### src/rtl/seg7_shift_out.sv
// seg7_shift_out
//
// Serializes one 8-bit display frame {dp, segments[6:0]} onto a 3-wire
// interface for an external 74HC595-style shift register. The frame goes out
// MSB first: dp first, segment a last. A latch pulse then transfers it to the
// storage register.
//
// Parameters:
//   CLK_DIV    half-period of sr_clk in clk cycles (1..255)
//
// Ports:
//   clk        system clock
//   reset      asynchronous, active-low reset
//   segments   segment pattern, bit 0 = segment a
//   dp         decimal point
//   in_valid   frame offered
//   in_ready   block idle; frame accepted when in_valid && in_ready
//   sr_data    serial data to the shift register
//   sr_clk     shift clock (external device samples on rising edge)
//   sr_latch   storage-register latch pulse, active-high
//   done       one-cycle pulse when a frame has been latched
//
// Optional feature (macro SEG7_SHIFT_SKIP_EN):
//   The block remembers the last latched word. An accepted word equal to it
//   completes on the next edge without touching the 3-wire interface.
//   Reset clears the remembered word to 0.

module seg7_shift_out #(
    parameter int CLK_DIV = 4
) (
    input  logic       clk,
    input  logic       reset,
    input  logic [6:0] segments,
    input  logic       dp,
    input  logic       in_valid,
    output logic       in_ready,
    output logic       sr_data,
    output logic       sr_clk,
    output logic       sr_latch,
    output logic       done
);

    localparam logic [2:0] ST_IDLE     = 3'd0;
    localparam logic [2:0] ST_SHIFT_LO = 3'd1;
    localparam logic [2:0] ST_SHIFT_HI = 3'd2;
    localparam logic [2:0] ST_LATCH    = 3'd3;
    localparam logic [2:0] ST_SKIP     = 3'd4;

    localparam logic [7:0] DIV_LAST = 8'(CLK_DIV - 1);

    logic [2:0] state;
    logic [7:0] div_cnt;
    logic [2:0] bit_cnt;
    logic [7:0] shreg;
    logic [7:0] frame_word;
    logic       phase_end;
    logic       skip_hit;

    assign frame_word = {dp, segments};
    assign phase_end  = (div_cnt == DIV_LAST);

`ifdef SEG7_SHIFT_SKIP_EN
    logic [7:0] last_word;

    assign skip_hit = (frame_word == last_word);

    // shreg is rotated once per high phase, so after the 8th high phase it
    // holds the original frame again and can be copied straight into
    // last_word when the latch phase finishes.
    always_ff @(posedge clk or negedge reset) begin
        if (!reset) begin
            last_word <= 8'h00;
        end else if (state == ST_LATCH && phase_end) begin
            last_word <= shreg;
        end
    end
`else
    assign skip_hit = 1'b0;
`endif

    always_ff @(posedge clk or negedge reset) begin
        if (!reset) begin
            state    <= ST_IDLE;
            div_cnt  <= 8'h00;
            bit_cnt  <= 3'd0;
            shreg    <= 8'h00;
            in_ready <= 1'b1;
            sr_data  <= 1'b0;
            sr_clk   <= 1'b0;
            sr_latch <= 1'b0;
            done     <= 1'b0;
        end else begin
            done <= 1'b0;
            case (state)
                ST_IDLE: begin
                    if (in_valid) begin
                        in_ready <= 1'b0;
                        if (skip_hit) begin
                            state <= ST_SKIP;
                        end else begin
                            state   <= ST_SHIFT_LO;
                            shreg   <= frame_word;
                            sr_data <= frame_word[7];
                            bit_cnt <= 3'd0;
                            div_cnt <= 8'h00;
                        end
                    end
                end

                ST_SHIFT_LO: begin
                    if (phase_end) begin
                        state   <= ST_SHIFT_HI;
                        sr_clk  <= 1'b1;
                        div_cnt <= 8'h00;
                    end else begin
                        div_cnt <= div_cnt + 8'h01;
                    end
                end

                ST_SHIFT_HI: begin
                    if (phase_end) begin
                        sr_clk  <= 1'b0;
                        div_cnt <= 8'h00;
                        // Rotate rather than shift so the frame survives
                        // intact for the last-word register.
                        shreg   <= {shreg[6:0], shreg[7]};
                        if (bit_cnt == 3'd7) begin
                            state    <= ST_LATCH;
                            sr_data  <= 1'b0;
                            sr_latch <= 1'b1;
                        end else begin
                            state   <= ST_SHIFT_LO;
                            sr_data <= shreg[6];
                            bit_cnt <= bit_cnt + 3'd1;
                        end
                    end else begin
                        div_cnt <= div_cnt + 8'h01;
                    end
                end

                ST_LATCH: begin
                    if (phase_end) begin
                        state    <= ST_IDLE;
                        sr_latch <= 1'b0;
                        div_cnt  <= 8'h00;
                        done     <= 1'b1;
                        in_ready <= 1'b1;
                    end else begin
                        div_cnt <= div_cnt + 8'h01;
                    end
                end

                // Repeat of the displayed word: finish without shifting.
                ST_SKIP: begin
                    state    <= ST_IDLE;
                    done     <= 1'b1;
                    in_ready <= 1'b1;
                end

                default: begin
                    state    <= ST_IDLE;
                    div_cnt  <= 8'h00;
                    in_ready <= 1'b1;
                    sr_data  <= 1'b0;
                    sr_clk   <= 1'b0;
                    sr_latch <= 1'b0;
                end
            endcase
        end
    end

endmodule

### config.mk
export PLATFORM = sky130hd
export DESIGN_NAME = seg7_shift_out
export DESIGN_NICKNAME = d
export VERILOG_FILES = /design/src/rtl/seg7_shift_out.sv
export SDC_FILE = /design/constraint.sdc
export NUM_CORES = 1
export LEC_CHECK = 0
export CAP_MARGIN = 25
export CORE_MARGIN = 1.5
export CORE_UTILIZATION = 50
export CTS_CLUSTER_DIAMETER = 100
export DETAILED_ROUTE_END_ITERATION = 8
export GPL_TIMING_DRIVEN = 0
export PLACE_DENSITY_LB_ADDON = 0.1
export SLEW_MARGIN = 15
export SYNTH_ARGS = -nofsm -noshare
export SYNTH_HDL_FRONTEND = slang
export SYNTH_SLANG_ARGS = --single-unit
export TNS_END_PERCENT = 100
### constraint.sdc
create_clock -name clk -period 1.88 [get_ports clk]
set_input_delay 0.376 -clock clk [delete_from_list [all_inputs] [get_ports clk]]
set_output_delay 0.376 -clock clk [all_outputs]
set_load 0.01 [all_outputs]
==> reports/qor.yml, run 1 <==
synth_nets: 169
grt_use_total_pct: 21.1
die_area_um2: 3250
drive_above_1_share_pct: 18.5
gr-total-overflow: 0
portBuffers: 15
initial_core_util_pct: 52.9
worstPathArrival_ns: 1.41
route.antenna.remaining_nets: 0
power_density_nw_per_um2: 1460
drv_cap: 0
grt_pass1_vias: 1179
cp_max_fo: 3
cts_tree: "built"
min_path_type: "input pin to async pin"
ys_types: 42
critPathBufInv: 1
ioPinCount: 16
final_util_pct: 64.7
total_power_w: 0.00260
slowest_stage: "dfstp_2"
maxSlewViolCount: 0
r2r_end: "state[1]"
path_delay_family: "flip-flops"
max_stage_delay_ns: 0.57
routabilityCongestion: 0.795
p_leak_nw: 0.746
clk_latency_ns: 0.32
worst_pin_slew_ns: 0.585
endpoint_kind: "output port"
cts_root_buf: "clkbuf_4"
max-vdd-ir-drop_mv: 1.09
antenna_found_initial: 0
seq_area_frac_synth_pct: 44.7
finalHoldViolCount: 0
synth_top_area_cell: "dfrtp_1"
num_vias: 1246
die_y_um: 57.0
clk_path_buf_depth: 2
rows: 19
synth.most_common_cell: "dfrtp_1"
ys.flop_type: "dfrtp_1"
yosys_warnings: 0
synth-edff-count: 0
drc: 0
clkTransAtPathRegs_ns: 0.14
grt_start_max_net_pins: 17
numCtsBuffers: 3
critPathRequiredTime_ns: 1.50
clkSinkCount: 26
dp_hpwl_um: 2270
grt_pass1_wl_um: 5460
drt_pass1_iterations: 5
synth_top_area_share_pct: 42.9
wirelength_um: 3200
cp-start-kind: "register"
synthArstFlopShare_pct: 100
path_class: "register to output port"
worstPathCellList: "clkdlybuf4s50_1"
ys_seq_elements: 26
drt_iter0_markers: 38
synth_area_leaders: "dfrtp_1, ha_1, o22ai_1"
fin_cells: 204
r2r_start: "state[0]"
final_net_count: 193
dp.cells: 197
viasPerCell: 6.11
r2r_slack_ns: 0.09
synth_common_cells: "dfrtp_1, o22ai_1, nand2_1"
setup_viol: 0
finClkSkew_ns: 0.00562
min_period_ns: 1.79
antenna_cells: 0
fmaxAchievable_mhz: 559
die_x_um: 57.0
core_um2: 2760
post-route-period-util_pct: 95.2
r2r_cells: 5
wire_per_inst_um: 15.7
syn_to_final_growth_pct: 22.5
synthCells: 150
outcome: "finished clean"
syn_area_um2: 1460
relSlewSlack_pct: 60.9
syn_area_per_cell_um2: 9.72
htreeDepth: 1
[repair_timing]
action	4_1_cts	5_1_grt
gates cloned	0	0
endpoints found under the setup margin	15	16
hold buffers	0	0
resized for setup	7	9
buffers inserted	0	4
pin swaps	0	1
[through the flow]
step	setup TNS, ns	setup slack [ns]	area [µm²]	hold slack (ns)
4_1_cts	0	0.0152	1730	0.421
3_3_place_gp	-1.49	-0.134	1650	0.501
2_1_floorplan	0	0.0724	1460	0.0804
3_5_place_dp	-2.44	-0.216	1670	0.516
5_1_grt	-0.0204	-0.0127	1790	0.438
6_report	0	0.0899	1790	0.408
[per-layer routing]
metal  track usage [%]  part of all wire [%]  up-vias
met5                 0                     0        -
met4              6.64                   1.5        0
met3              2.95                   2.8        6
met2              33.7                    49       25
met1              30.2                    47      604
li1                  -                     -      611
[flip-flops by register name, summed over array words and instances, names as in the netlist]
register,cells
bit_cnt,3
sr_clk,1
div_cnt,8
state,2
sr_latch,1
shreg,8
sr_data,1
done,1
in_ready,1
[final cells by class]
class | count | area, µm²
multi-input combinational | 111 | 786
tap | 31 | 38.8
clock buffer | 4 | 36.3
buffer | 8 | 48.8
timing repair buffer | 20 | 208
sequential | 26 | 653
fill | 220 | 972
inverter | 4 | 15.0
[worst max path at each step]
stage	to	from	slack (ns)	cells after the start
2_1_floorplan	shreg[0]	state[0]	0.07	7
3_3_place_gp	shreg[3]	state[0]	-0.13	7
3_5_place_dp	shreg[1]	state[0]	-0.22	7
4_1_cts	state[0]	state[1]	0.02	6
5_1_grt	shreg[1]	div_cnt[1]	-0.01	6
6_report	in_ready	in_ready	0.09	1
[power by group]
group	switching [W]	internal, W
registers	0.000174	0.000757
logic	0.000728	0.000658
clock network	0.000165	0.000118
[cell families (layout without fill, tap and decap cells)]
logic type / after synthesis / after routing / share of synthesized area [%]
and+or+nand+nor: 51 / 51 / 18.9
AOI/OAI and AO/OA: 44 / 44 / 19.9
DFF: 26 / 26 / 44.7
buffers and inverters: 13 / 36 / 4.46
adders and majority gates: 8 / 8 / 6.87
xor gates and xnor gates: 6 / 6 / 3.61
muxes: 2 / 2 / 1.54
[cells in the final DEF, fill, tap and decap left out, types with 3 or more instances in the layout]
| cell type | instances |
|---|---|
| nand3_1 | 10 |
| ha_1 | 4 |
| o21ai_0 | 3 |
| o211ai_1 | 3 |
| xnor2_1 | 3 |
| buf_4 | 6 |
| dfrtp_1 | 24 |
| nand4_1 | 3 |
| clkbuf_4 | 3 |
| a21oi_1 | 9 |
| o22ai_1 | 16 |
| nor2_1 | 10 |
| xor2_1 | 3 |
| ha_2 | 3 |
| nand2_1 | 12 |
| clkdlybuf4s50_1 | 15 |
No activity file was read; power rests on OpenSTA's default activity.
==> run 2, diff against run 1 <==
- CORE_MARGIN: 1.5 -> 2
- CORE_UTILIZATION: 50 -> 48
==> run 2 against run 1 <==
Against the previous run:
- sequential power about the same
- hold slack better by 0.00073 ns
- count of clock-buffer cells in the layout unchanged
- sequential cell count stayed put
- combinational power decreased by 6%
- global-route usage decreased by 0.34 points
- critical path depth up 4
- fmax is 1.1% lower
- sequential share of layout area is 0.97 points higher
- critical endpoint is now state[1]
- highest routed layer unchanged
==> reports/qor.yml, run 2 (synthesis gave the netlist of run 1 again) <==
drt_pass1_iterations: 4  # was 5
dr_wl_met2_um: 1550  # was 1570 µm
clkTransAtPathRegs_ns: 0.14  # about the same
max_stage_delay_ns: 0.43  # was 0.57 ns
path_class: "register to register"  # was register to output port
layout_common_cells: "dfrtp_1, o22ai_1, clkdlybuf4s50_1"  # unchanged
cp-start-kind: "register"  # unchanged
htreeDepth: 1  # unchanged
drv_cap: 0  # unchanged
slowest_stage: "dfrtp_1"  # was dfstp_2
initial_core_util_pct: 51.5  # was 52.9%
grt_pass1_wl_um: 5490  # was 5460 µm
maxSlewViolCount: 0  # unchanged
antenna_found_initial: 0  # unchanged
r2r_end: "state[1]"  # unchanged
fmaxAchievable_mhz: 553  # was 559 MHz
clockPowerShare_pct: 10.0  # was 10.9%
whs_ns: 0.409  # was 0.408 ns
min_period_ns: 1.81  # was 1.79 ns
drt_iter0_markers: 39  # was 38
die_area_um2: 3490  # was 3250 µm²
num_vias: 1229  # was 1246
drc: 0  # unchanged
worstPathCellList: "inv_2 -> ha_2 -> or3_1 -> a21oi_1 -> mux2_2"  # was clkdlybuf4s50_1
rows: 19  # unchanged
post-route-period-util_pct: 96.3  # was 95.2%
endpoint_kind: "register"  # was output port
max-vdd-ir-drop_mv: 0.827  # was 1.09 mV
wl_met3_um: 133  # was 91 µm
r2r_cells: 5  # unchanged
power_density_nw_per_um2: 1430  # was 1460 nW/µm²
outcome: "finished clean"  # unchanged
finalHoldViolCount: 0  # unchanged
cp_max_fo: 7  # was 3
cts_root_buf: "clkbuf_4"  # unchanged
pwr-share-comb_pct: 52.5  # was 53.3%
critPathRequiredTime_ns: 2.10  # was 1.50 ns
route.antenna.remaining_nets: 0  # unchanged
startpoint: "state[0]"  # was in_ready
portBuffers: 15  # unchanged
p_int_w: 0.00145  # was 0.00153 W
p_leak_nw: 0.724  # was 0.746 nW
worst_pin_slew_ns: 0.601  # was 0.585 ns
core_um2: 2830  # was 2760 µm²
numCtsBuffers: 3  # unchanged
gr-total-overflow: 0  # unchanged
dp_hpwl_um: 2300  # was 2270 µm
relSlewSlack_pct: 59.8  # was 60.9%
critPathBufInv: 1  # unchanged
rsz0062_at_grt: "true"
grt_start_max_net_pins: 15  # was 17
finClkSkew_ns: 0.00788  # was 0.00562 ns
worstPathArrival_ns: 2.03  # was 1.41 ns
die_x_um: 59.1  # was 57.0 µm
swShare_pct: 41.8  # was 41.0%
setup_viol: 0  # unchanged
drive_above_1_share_pct: 16.5  # was 18.5%
wire_per_inst_um: 15.8  # was 15.7 µm
final_net_count: 190  # was 193
wirelength_um: 3170  # was 3200 µm
placed_area_um2: 1660  # was 1670 µm²
cts_tree: "built"  # unchanged
grt_use_total_pct: 20.8  # was 21.1%
clk_latency_ns: 0.32  # about the same
r2r_slack_ns: 0.07  # was 0.09 ns
die_y_um: 59.1  # was 57.0 µm
ctsHoldBuffers: 0  # unchanged
clk_path_buf_depth: 2  # unchanged
antenna_cells: 0  # unchanged
min_path_type: "input pin to async pin"  # unchanged
path_delay_family: "flip-flops"  # unchanged
syn_to_final_growth_pct: 19.3  # was 22.5%
p_seq_share_pct: 37.5  # was 35.8%
clkSinkCount: 26  # unchanged
grt_pass1_vias: 1231  # was 1179
p_switching_w: 0.00104  # was 0.00107 W
routabilityCongestion: 0.813  # was 0.795
highest_layer: "met4"  # unchanged
wl_met1_um: 1430  # was 1490 µm
final_cell_area_um2: 1740  # was 1790 µm²
viasPerCell: 6.11  # about the same
top_regs: "div_cnt: 8 flops, shreg: 8 flops, bit_cnt: 3 flops"  # unchanged
r2r_start: "state[0]"  # unchanged
ioPinCount: 16  # unchanged
mostFrequentLayoutCell: "dfrtp_1"  # unchanged
-- run 2: changes by cell type in the layout (fill, tap and decap cells not counted), sizes merged --
cell    previous run  this run
buf                9         7
clkbuf             8         7
-- run 2: cell type report --
cell class | count | area [µm²]
timing repair buffer | 18 | 180
inverter | 4 | 15.0
tap | 31 | 38.8
buffer | 7 | 45.0
clock buffer | 4 | 26.3
sequential | 26 | 653
multi-input combinational | 111 | 781
fill | 227 | 1090
-- run 2: layer usage --
metal	global-route usage, %	up-vias
met2	34.1	29
met4	8.44	0
li1	-	599
met1	27.8	594
met5	0	-
met3	2.62	7
-- run 2: power groups by stage --
stage	clock network, W	registers (W)	logic, W
final	0.000248	0.000930	0.00130
after global routing	0.000280	0.000960	0.00146
after CTS	0.000259	0.000918	0.00127
after detailed placement	0	0.000929	0.00124
after global placement	0	0.000918	0.00119
after floorplan	0	0.000909	0.000911
-- run 2: worst max-delay path by stage --
stage	to	slack [ns]	depth (start not counted)
floorplan	shreg[0]	0.07	7
global placement	shreg[3]	-0.14	7
detailed placement	shreg[7]	-0.21	7
CTS	shreg[7]	0.008	7
global route	state[1]	-0.02	5
finish	state[1]	0.07	5
-- run 2: per-stage QoR --
| step | instances | power [W] | TNS [ns] | setup WS, ns | util [%] |
|---|---|---|---|---|---|
| 2_1_floorplan | 150 | 0.00182 | 0 | 0.0724 | - |
| 3_3_place_gp | 196 | 0.00211 | -1.50 | -0.140 | 58.2 |
| 3_5_place_dp | 197 | 0.00217 | -2.25 | -0.210 | 58.7 |
| 4_1_cts | 200 | 0.00245 | 0 | 0.00802 | 60.3 |
| 5_1_grt | 201 | 0.00270 | -0.0299 | -0.0189 | 61.5 |
| 6_report | 201 | 0.00248 | 0 | 0.0701 | 61.5 |
-- run 2: repair_timing --
item | CTS | global route
endpoints found under the setup margin | 14 | 23
setup buffers | 0 | 2
resized for setup | 6 | 8
==> run 3, diff against run 2 <==
--- a/config.mk
+++ b/config.mk
@@ -12,2 +12,3 @@
 export DETAILED_ROUTE_END_ITERATION = 8
+export DONT_BUFFER_PORTS = 1
 export GPL_TIMING_DRIVEN = 0
==> constraint.sdc (replaced) <==
create_clock -name clk -period 1.88 [get_ports clk]
set_input_delay 0.282 -clock clk [delete_from_list [all_inputs] [get_ports clk]]
set_output_delay 0.282 -clock clk [all_outputs]
set_load 0.005 [all_outputs]
==> run 3 against run 2 <==
Against the previous run:
- clock power increased by 15%
- die area unchanged
- setup slack got worse by 0.022 ns
- sequential share of layout area increased by 2.6 points
==> reports/qor.yml, run 3 (synthesis gave the netlist of run 1 again) <==
finClkSkew_ns: 0.00367  # was 0.00788 ns
initial_core_util_pct: 51.5  # unchanged
maxSlewViolCount: 0  # unchanged
viasPerCell: 6.25  # was 6.11
route.antenna.remaining_nets: 0  # unchanged
r2r_cells: 5  # unchanged
hold_depth: 2
post-route-period-util_pct: 97.4  # was 96.3%
die_x_um: 59.1  # unchanged
cts_tree: "built"  # unchanged
setup_viol: 0  # unchanged
wire_per_inst_um: 16.7  # was 15.8 µm
antenna_cells: 0  # unchanged
dp.cells: 181  # was 197
path_class: "register to register"  # unchanged
endpoint_kind: "register"  # unchanged
min_path_type: "input pin to register"  # was input pin to async pin
cts_root_buf: "clkbuf_4"  # unchanged
clkTransAtPathRegs_ns: 0.14  # about the same
grt_start_max_net_pins: 27  # was 15
top_regs: "div_cnt: 8 flops, shreg: 8 flops, bit_cnt: 3 flops"  # unchanged
fmaxAchievable_mhz: 546  # was 553 MHz
wirelength_um: 3150  # was 3170 µm
gr-total-overflow: 0  # unchanged
drt_pass1_iterations: 4  # unchanged
relSlewSlack_pct: 72.6  # was 59.8%
syn_to_final_growth_pct: 11.7  # was 19.3%
fin_setup_tns_ns: 0  # unchanged
power_density_nw_per_um2: 1520  # was 1430 nW/µm²
max-vdd-ir-drop_mv: 0.735  # was 0.827 mV
slowest_stage: "dfrtp_1"  # unchanged
critPathRequiredTime_ns: 2.10  # about the same
ioPinCount: 16  # unchanged
r2r_slack_ns: 0.05  # was 0.07 ns
critPathBufInv: 1  # unchanged
p_leak_nw: 0.687  # was 0.724 nW
die_area_um2: 3490  # unchanged
htreeDepth: 1  # unchanged
r2r_start: "state[1]"  # was state[0]
path_delay_family: "flip-flops"  # unchanged
finalHoldViolCount: 0  # unchanged
total_power_w: 0.00247  # was 0.00248 W
n_fill_cell: 265  # was 227
clk_latency_ns: 0.32  # about the same
clk_path_buf_depth: 2  # unchanged
area.sequential_um2: 653  # unchanged
portBuffers: 0  # was 15
cp_max_fo: 7  # unchanged
drc: 0  # unchanged
drive_above_1_share_pct: 19.0  # was 16.5%
num_vias: 1181  # was 1229
die_y_um: 59.1  # unchanged
grt_pass1_vias: 1161  # was 1231
final_cell_area_um2: 1630  # was 1740 µm²
min_period_ns: 1.83  # was 1.81 ns
outcome: "finished clean"  # unchanged
whs_endpoint: "shreg[1]"
drv_cap: 0  # unchanged
worstPathCellList: "buf_4 -> ha_2 -> or3_1 -> a21oi_2 -> mux2_2"  # was inv_2 -> ha_2 -> or3_1 -> a21oi_1 -> mux2_2
grt_pass1_wl_um: 5230  # was 5490 µm
worst_pin_slew_ns: 0.411  # was 0.601 ns
placed_area_um2: 1500  # was 1660 µm²
mostFrequentLayoutCell: "dfrtp_1"  # unchanged
fin_cells: 189  # was 201
layout_common_cells: "dfrtp_1, o22ai_1, nand2_1"  # was dfrtp_1, o22ai_1, clkdlybuf4s50_1
worstPathArrival_ns: 2.06  # was 2.03 ns
max_stage_delay_ns: 0.45  # was 0.43 ns
r2r_end: "state[1]"  # unchanged
drt_iter0_markers: 19  # was 39
numCtsBuffers: 3  # unchanged
multi_input_area_um2: 783  # was 781 µm²
hold_start: "segments[1]"
rows: 19  # unchanged
clkSinkCount: 26  # unchanged
cp-start-kind: "register"  # unchanged
antenna_found_initial: 0  # unchanged
final_net_count: 178  # was 190
grt_use_total_pct: 19.6  # was 20.8%
routabilityCongestion: 0.795  # was 0.813
dp_hpwl_um: 2150  # was 2300 µm
core_um2: 2830  # unchanged
==> run 3: area by class of cell <==
| type | instances | area share, % |
|---|---|---|
| sequential | 26 | 40.1 |
| clock buffer | 4 | 2.23 |
| inverter | 4 | 0.922 |
| tap | 31 | 2.38 |
| timing repair buffer | 5 | 3.23 |
| buffer | 8 | 3.00 |
| multi-input combinational | 111 | 48.1 |
==> run 3: worst reg2reg max path: cells and delay by family (launching register included) <==
kind / cells / cell delay, ns
buffers and inverters: 1 / 0.16
AOI/OAI and AO/OA: 1 / 0.16
DFF: 1 / 0.45
adders and majority gates: 1 / 0.21
and+or+nand+nor: 1 / 0.39
muxes: 1 / 0.35
==> run 3: report_power, final <==
| part | switching, W | internal, W |
|---|---|---|
| clock network | 0.000166 | 0.000118 |
| registers | 0.000180 | 0.000758 |
| logic | 0.000686 | 0.000563 |
| total | 0.00103 | 0.00144 |
==> run 3: worst max-delay path by stage <==
stage / to / from / slack, ns / cells past startpoint
final: state[1] / state[1] / 0.05 / 5
after global routing: shreg[7] / state[0] / -0.02 / 7
after CTS: shreg[6] / state[0] / 0.003 / 7
after detailed placement: shreg[6] / state[0] / -0.22 / 7
after global placement: shreg[6] / state[0] / -0.15 / 7
after floorplan: shreg[0] / state[0] / 0.07 / 7
==> run 3: what timing repair did <==
| action | CTS | global route |
|---|---|---|
| endpoints found under the setup margin | 13 | 17 |
| setup buffers | 0 | 3 |
| pin swaps | 0 | 1 |
| gates resized for setup | 6 | 9 |
| hold endpoints to repair | 26 | 0 |
| hold buffers | 2 | 0 |
==> run 3: metrics by stage <==
stage                     util, %  setup slack [ns]  hold WS (ns)
after floorplan                 -            0.0724       -0.0136
after global placement       52.9            -0.154       -0.0129
after detailed placement     52.9            -0.221       -0.0129
after CTS                    55.9           0.00269         0.120
after global routing         57.5           -0.0178         0.130
final                        57.5            0.0480         0.134
==> run 3: routing by layer <==
| layer | global-route usage [%] | routed length [µm] |
|---|---|---|
| met2 | 31.9 | 1490 |
| met1 | 26.4 | 1540 |
| met4 | 6.49 | 30 |
| met3 | 3.49 | 91 |
| met5 | 0 | 0 |
